### config.mk
export PLATFORM = sky130hd
export DESIGN_NAME = cn_msg_gen
export DESIGN_NICKNAME = d
export VERILOG_FILES = /design/src/rtl/cn_msg_gen.sv
export SDC_FILE = /design/constraint.sdc
export NUM_CORES = 1
export LEC_CHECK = 0
export ABC_AREA = 1
export CAP_MARGIN = 20
export CORE_AREA = 2 2 65 67
export CTS_BUF_LIST = sky130_fd_sc_hd__clkbuf_8
export DETAILED_ROUTE_END_ITERATION = 8
export DIE_AREA = 0 0 67 69
export HOLD_SLACK_MARGIN = 0.03
export PLACE_DENSITY = 0.84
export SLEW_MARGIN = 20
export SYNTH_ARGS = -nofsm -noshare
export SYNTH_HDL_FRONTEND = slang
export SYNTH_SLANG_ARGS = --single-unit
### constraint.sdc
create_clock -name clk -period 6.6 [get_ports clk]
set_clock_uncertainty 0.15 [all_clocks]
set_input_delay 1.32 -clock clk [delete_from_list [all_inputs] [get_ports clk]]
set_output_delay 1.32 -clock clk [all_outputs]
set_load 0.005 [all_outputs]
### src/rtl/cn_msg_gen.sv
// Check-node message generator: takes one min/min2/min_idx/sign set and
// streams D offset-min-sum outgoing edge messages, one per accepted beat.
module cn_msg_gen #(
  parameter int                 data_w = 8,
  parameter int                 idx_w  = 8,
  parameter int                 D      = 5,
  parameter logic [data_w-1:0]  OFFSET = data_w'(1)
) (
  input  logic              clk,
  input  logic              rst,
  input  logic              in_valid,
  output logic              in_ready,
  input  logic [data_w-1:0] min,
  input  logic [data_w-1:0] min2,
  input  logic [idx_w-1:0]  min_idx,
  input  logic [D-1:0]      sign_in,
  output logic              out_valid,
  input  logic              out_ready,
  output logic              out_sign,
  output logic [data_w-1:0] out_mag,
  output logic [idx_w-1:0]  out_idx,
  output logic              out_last
);

  localparam int KW = $clog2(D);
  localparam int CW = (idx_w > KW) ? idx_w : KW;
  localparam logic [KW-1:0] K_LAST = KW'(D - 1);

  typedef enum logic {IDLE, EMIT} state_t;

  state_t            state_reg, state_next;
  logic [KW-1:0]     k_reg;
  logic [data_w-1:0] min_reg, min2_reg;
  logic [idx_w-1:0]  min_idx_reg;
  logic [D-1:0]      sign_reg;
  logic              parity_reg;

  logic              emit, k_last, accept, beat_acc;
  logic [CW-1:0]     k_ext, idx_ext;
  logic [data_w-1:0] sel;

  assign k_last   = (k_reg == K_LAST);
  assign accept   = in_valid && in_ready;
  assign beat_acc = out_valid && out_ready;

  // State register
  always_ff @(posedge clk or posedge rst) begin
    if (rst) state_reg <= IDLE;
    else     state_reg <= state_next;
  end

  // Next-state logic
  always_comb begin
    state_next = state_reg;
    case (state_reg)
      IDLE: if (accept) state_next = EMIT;
      EMIT: if (beat_acc && k_last && !accept) state_next = IDLE;
      default: state_next = IDLE;
    endcase
  end

  // FSM outputs; a new set may be taken on the same edge the last beat leaves
  always_comb begin
    emit      = (state_reg == EMIT);
    out_valid = emit;
    in_ready  = !emit || (k_last && out_ready);
  end

  // Captured set and edge counter
  always_ff @(posedge clk or posedge rst) begin
    if (rst) begin
      k_reg       <= '0;
      min_reg     <= '0;
      min2_reg    <= '0;
      min_idx_reg <= '0;
      sign_reg    <= '0;
      parity_reg  <= 1'b0;
    end else if (accept) begin
      k_reg       <= '0;
      min_reg     <= min;
      min2_reg    <= min2;
      min_idx_reg <= min_idx;
      sign_reg    <= sign_in;
      parity_reg  <= ^sign_in;
    end else if (beat_acc && !k_last) begin
      k_reg <= k_reg + KW'(1);
    end
  end

  // Per-beat message; an out-of-range min_idx never matches k, so min is used throughout
  always_comb begin
    k_ext    = CW'(k_reg);
    idx_ext  = CW'(min_idx_reg);
    sel      = (k_ext == idx_ext) ? min2_reg : min_reg;
    out_mag  = '0;
    out_sign = 1'b0;
    out_idx  = '0;
    out_last = 1'b0;
    if (emit) begin
      out_mag  = (sel > OFFSET) ? (sel - OFFSET) : '0;
      out_sign = parity_reg ^ sign_reg[k_reg];
      out_idx  = idx_w'(k_reg);
      out_last = k_last;
    end
  end

endmodule

* Word-level counts from Yosys, hierarchy flattened
Index checks and enable logic that the tools add are counted.
** Storage, ports and cells
- Register bits after elaboration :: 34
- Input bits :: 33
** Operators by class
- $add $sub $neg :: 2
- Magnitude comparators :: 2
- Equal/unequal tests :: 2
- Mux-type cells :: 13
- Bitwise gates (word level) :: 2
- Reductions and logical operators :: 12
** Operators by type and width (count)
- $mux W8 :: 3
- $mux W3 :: 3
- $eq A3 B8 Y1 :: 1
- $gt A8 B1 Y1 const B :: 1
- $sub A8 B1 Y8 const B :: 1
- $logic_and A1 B1 Y1 :: 6
- $mux W1 :: 5
- $reduce_xor A5 Y1 :: 1
- $lt A3 B4 Y1 const B :: 1
- $add A3 B1 Y3 const B :: 1
- $bmux W1 S3 :: 1
- $eq A3 B3 Y1 const B :: 1
- $logic_not A1 Y1 :: 3
- $pmux W1 S2 :: 1
- $reduce_bool A2 Y1 :: 1
- $logic_or A1 B1 Y1 :: 1
- $not A1 Y1 :: 1
- $xor A1 B1 Y1 :: 1

* Logic depth before layout (Yosys ltp)
- Depth in word-level cells :: 8
- Mapped depth :: 14
- Mapped depth without buffers :: 13

* Worst setup path after synthesis
OpenSTA, ideal clock, no wires.
- Path kind :: register to output
- From :: reg k_reg[2]
- To :: out out_mag[6]
- Arrival time :: 1.603 ns
- Slack :: 3.527 ns
- Cell stages (with the launch flop) :: 14
- Path buffers :: 2
- Path through :: dfrtp_1 > buf_6 > nand2_2 > nand2_1 > nor2_2 > nand3_2 > buf_6 > o21ai_4 > nand2_4 > nor2_8 > nand2_2 > nand2_1 > nand2_1 > nor2_2
** On the way
- Word-level cells in the longest chain between the ends :: 5
- Elaborated cells on any way between the ends :: 6
** RTL lines
- from (decl) :: line 32 : logic [KW-1:0] k_reg;
- from (signal assigned) :: line 86 : k_reg <= k_reg + KW'(1);
- $eq A3 B8 Y1 (*) :: line 94 : sel = (k_ext == idx_ext) ? min2_reg : min_reg;
- $mux W8 (*) :: line 94
- $sub A8 B1 Y8 or $gt A8 B1 Y1 (tied branches) :: line 100 : out_mag = (sel > OFFSET) ? (sel - OFFSET) : '0;
- $mux W8 (*) :: line 100
- $mux W8 (*) :: line 99 : if (emit) begin
- to (decl) :: line 20 : output logic [data_w-1:0] out_mag,
Mark *: on every way between the ends. The rest lies on a longest branch, timed or not.

* Final worst setup path
- From :: reg k_reg[2]
- To :: out out_mag[5]
Same word-level chain as after synthesis.

==> flow_metrics.tcl <==
set metrics [dict create \
    status "completed" \
    drtPass1Iterations 4 \
    yosysWarnings 0 \
    min_path_type "reg -> reg" \
    synth.distinct_cells 29 \
    rsz0062_at_grt "no" \
    cts_resized 0 \
    vias 1732 \
    stdcell_area_um2 2608 \
    timing.final.crit_share_pct 63.92 \
    pwr_density_cell_nw_per_um2 468.8 \
    die-area_um2 4623 \
    synthCells 260 \
    drive_gt1_share_pct 13.40 \
    die-width_um 67 \
    slew_violations 0 \
    final_cell_mix "75 x nand2_1, 47 x clkdlybuf4s50_1, 34 x dfrtp_1, 31 x inv_1, 29 x o21ai_0" \
    pwr-share-seq_pct 30.0 \
    clk_latency_ps 290 \
    wirelength_um 4107 \
    critical_path_arrival_ps 2750 \
    row_count 23 \
    wl_per_cell_um 11.54 \
    fmax_ghz 0.2371 \
    crit_path_top_delay_cell "clkdlybuf4s50_1" \
    synthesis.area_um2 2014 \
    setup_tns_ps 0 \
    gr-total-overflow 0 \
    dp_hpwl_um 3081 \
    crit_required_ps 5130 \
    crit_cells 10 \
    min_period_ps 4218 \
    timing.critical_path.to "out_mag[5]" \
    cts_tree "built" \
    synth_top_family_by_area "simple AND/OR/NAND/NOR gates" \
    fillCellCount 347 \
    yosys.area_share.simple_pct 31.74 \
    p_sw_uw 497.7 \
    ir_drop_uv 231.7 \
    startpoint "k_reg[2]" \
    worstSetupStartpointType "flip-flop" \
    ioPinCount 53 \
    reg2reg_to "idx_ext[2]" \
    cts_inserted_buffers 5 \
    hold_buffers 0 \
    ant_nets 0 \
    r2r_start "k_reg[0]" \
    cp_top_family "simple AND/OR/NAND/NOR gates" \
    swShare_pct 40.72 \
    clkPwrFrac_pct 15.3 \
    ys_seq_area_share_pct 42.24 \
    worst_pin_slew_ps 545.1 \
    grtUsageTotal_pct 19.95 \
    cellLeakagePower_nw 1.287 \
    setup_viol 0 \
    rr_worst_depth 9 \
    via_per_inst 4.865 \
    synthMuxAreaShare_pct 0 \
    critPathBufInv 1 \
    start_util_pct 51.47 \
    r2r_slack_ps 3960 \
    finalHoldViolCount 0 \
    clkSinkCount 34 \
    portBuffers 47 \
    critical_path_class "reg -> out" \
    path_cells "nand2_2, nand2_1, nor2_2, nand3_2, o21ai_1, nor2_1, nand2_2, nand2_4, a21oi_2, clkdlybuf4s50_1" \
    worstSetupEndpointType "output port" \
    cts_setup_buffers 0 \
    synth_xor_area_share_pct 2.609 \
    cts_max_level 2 \
    intPower_uw 724.6 \
    grt_start_max_net_pins 48 \
    core-area_um2 3914 \
    insertedDiodeCount 0 \
    synthAdderAreaFrac_pct 1.242 \
    layout.cells.most_common "nand2_1" \
    die_height_um 69 \
    drc_errors 0 \
    synth_compound_area_share_pct 10.68 \
    cap_violations 0 \
    antenna_found_initial 0 \
    area_growth_pct 29.44 \
    crit_path_frequent_cell "nand2_2" \
    grt_pass1_vias 1643 \
    avgSynthCellArea_um2 7.748 \
    timing.slew.headroom_pct 63.57 \
    clockRootBuffer "clkbuf_8" \
    dpl-instance-area_um2 2470 \
    nets 340 \
    path_max_fanout 11 \
    cpPeakStageDelay_ps 510 \
    clkTransAtPathRegs_ps 70 \
    synth_seq_cells 34 \
    grt_pass1_wl_um 7058 \
    place_congestion 0.8629 \
    clock_path_buffers 2 \
    drt-initial-drc-count 105 \
    p_comb_share_pct 54.7 \
]
worst min path at each step:
stage | startpoint | end | slack [ps] | depth (start not counted)
final | sign_reg[4] | sign_reg[4] | 340 | 2
after global routing | sign_reg[3] | sign_reg[3] | 380 | 2
after CTS | idx_ext[4] | idx_ext[4] | 340 | 2
after detailed placement | idx_ext[4] | idx_ext[4] | 320 | 2
after global placement | sign_reg[0] | sign_reg[0] | 310 | 2
after floorplan | sign_reg[0] | sign_reg[0] | 290 | 2
final cells by class:
class / count / area [um^2] / share of cell area (%)
well taps: 50 / 62.56 / 2.399
repair buffers: 49 / 505.5 / 19.39
clock inverters: 3 / 41.29 / 1.583
flip-flops and latches: 34 / 850.8 / 32.63
multi-input cells: 181 / 950.9 / 36.47
inverters: 34 / 127.6 / 4.894
clock buffers: 5 / 68.82 / 2.639
routing by layer:
metal / global-route usage (%) / share of wire, % / up-vias
met4: 7.483 / 1.9 / 0
li1: - / - / 884
met3: 5.057 / 4.9 / 8
met2: 33.33 / 51 / 51
met1: 24.26 / 42 / 789
met5: 0 / 0 / -
power groups by stage:
| stage | clock, mW | sequential (mW) | combinational (mW) |
|---|---|---|---|
| floorplan | 0 | 0.347 | 0.461 |
| global placement | 0 | 0.363 | 0.644 |
| detailed placement | 0 | 0.368 | 0.663 |
| CTS | 0.189 | 0.365 | 0.669 |
| global route | 0.201 | 0.376 | 0.749 |
| finish | 0.187 | 0.366 | 0.669 |
cells by family after synthesis:
logic type / Yosys count
adders and majority gates: 2
and+or+nand+nor: 130
AOI/OAI and AO/OA: 38
buffers and inverters: 49
other: 1
xor gates and xnor gates: 6
DFF: 34
Yosys cell counts (all sizes together):
library cell | instances | area, um^2
a21oi | 6 | 41.29
and2 | 1 | 6.260
buf | 11 | 85.08
clkbuf | 4 | 15.01
conb | 1 | 3.750
dfrtp | 34 | 850.8
ha | 2 | 25.02
inv | 34 | 127.6
nand2 | 91 | 406.6
nand3 | 10 | 55.05
nand3b | 1 | 7.510
nand4 | 6 | 37.54
nor2 | 21 | 126.4
o21ai | 31 | 166.4
o21bai | 1 | 7.510
xnor2 | 2 | 17.52
xor2 | 4 | 35.03
through the flow:
stage,cells,hold WS (ps),worst slack [ps],util [%],power (mW)
floorplan,264,293.6,3527,-,0.8085
global placement,347,310.7,2653,63.11,1.007
detailed placement,347,316.6,2601,63.11,1.032
CTS,355,336.2,2386,65.92,1.223
global route,356,379.2,2160,66.62,1.327
finish,356,337.9,2382,66.62,1.222
worst register-to-register path, stage by stage, from the launching register on:
cell	delay, ps
dfrtp_1	460
inv_2	110
ha_1	230
nand3_1	90
nand2_1	80
nand2_1	440
clkinv_1	490
buf_16	310
nand2_1	80
o21ai_0	80
Note: power is estimated with default switching activity, not from simulation.
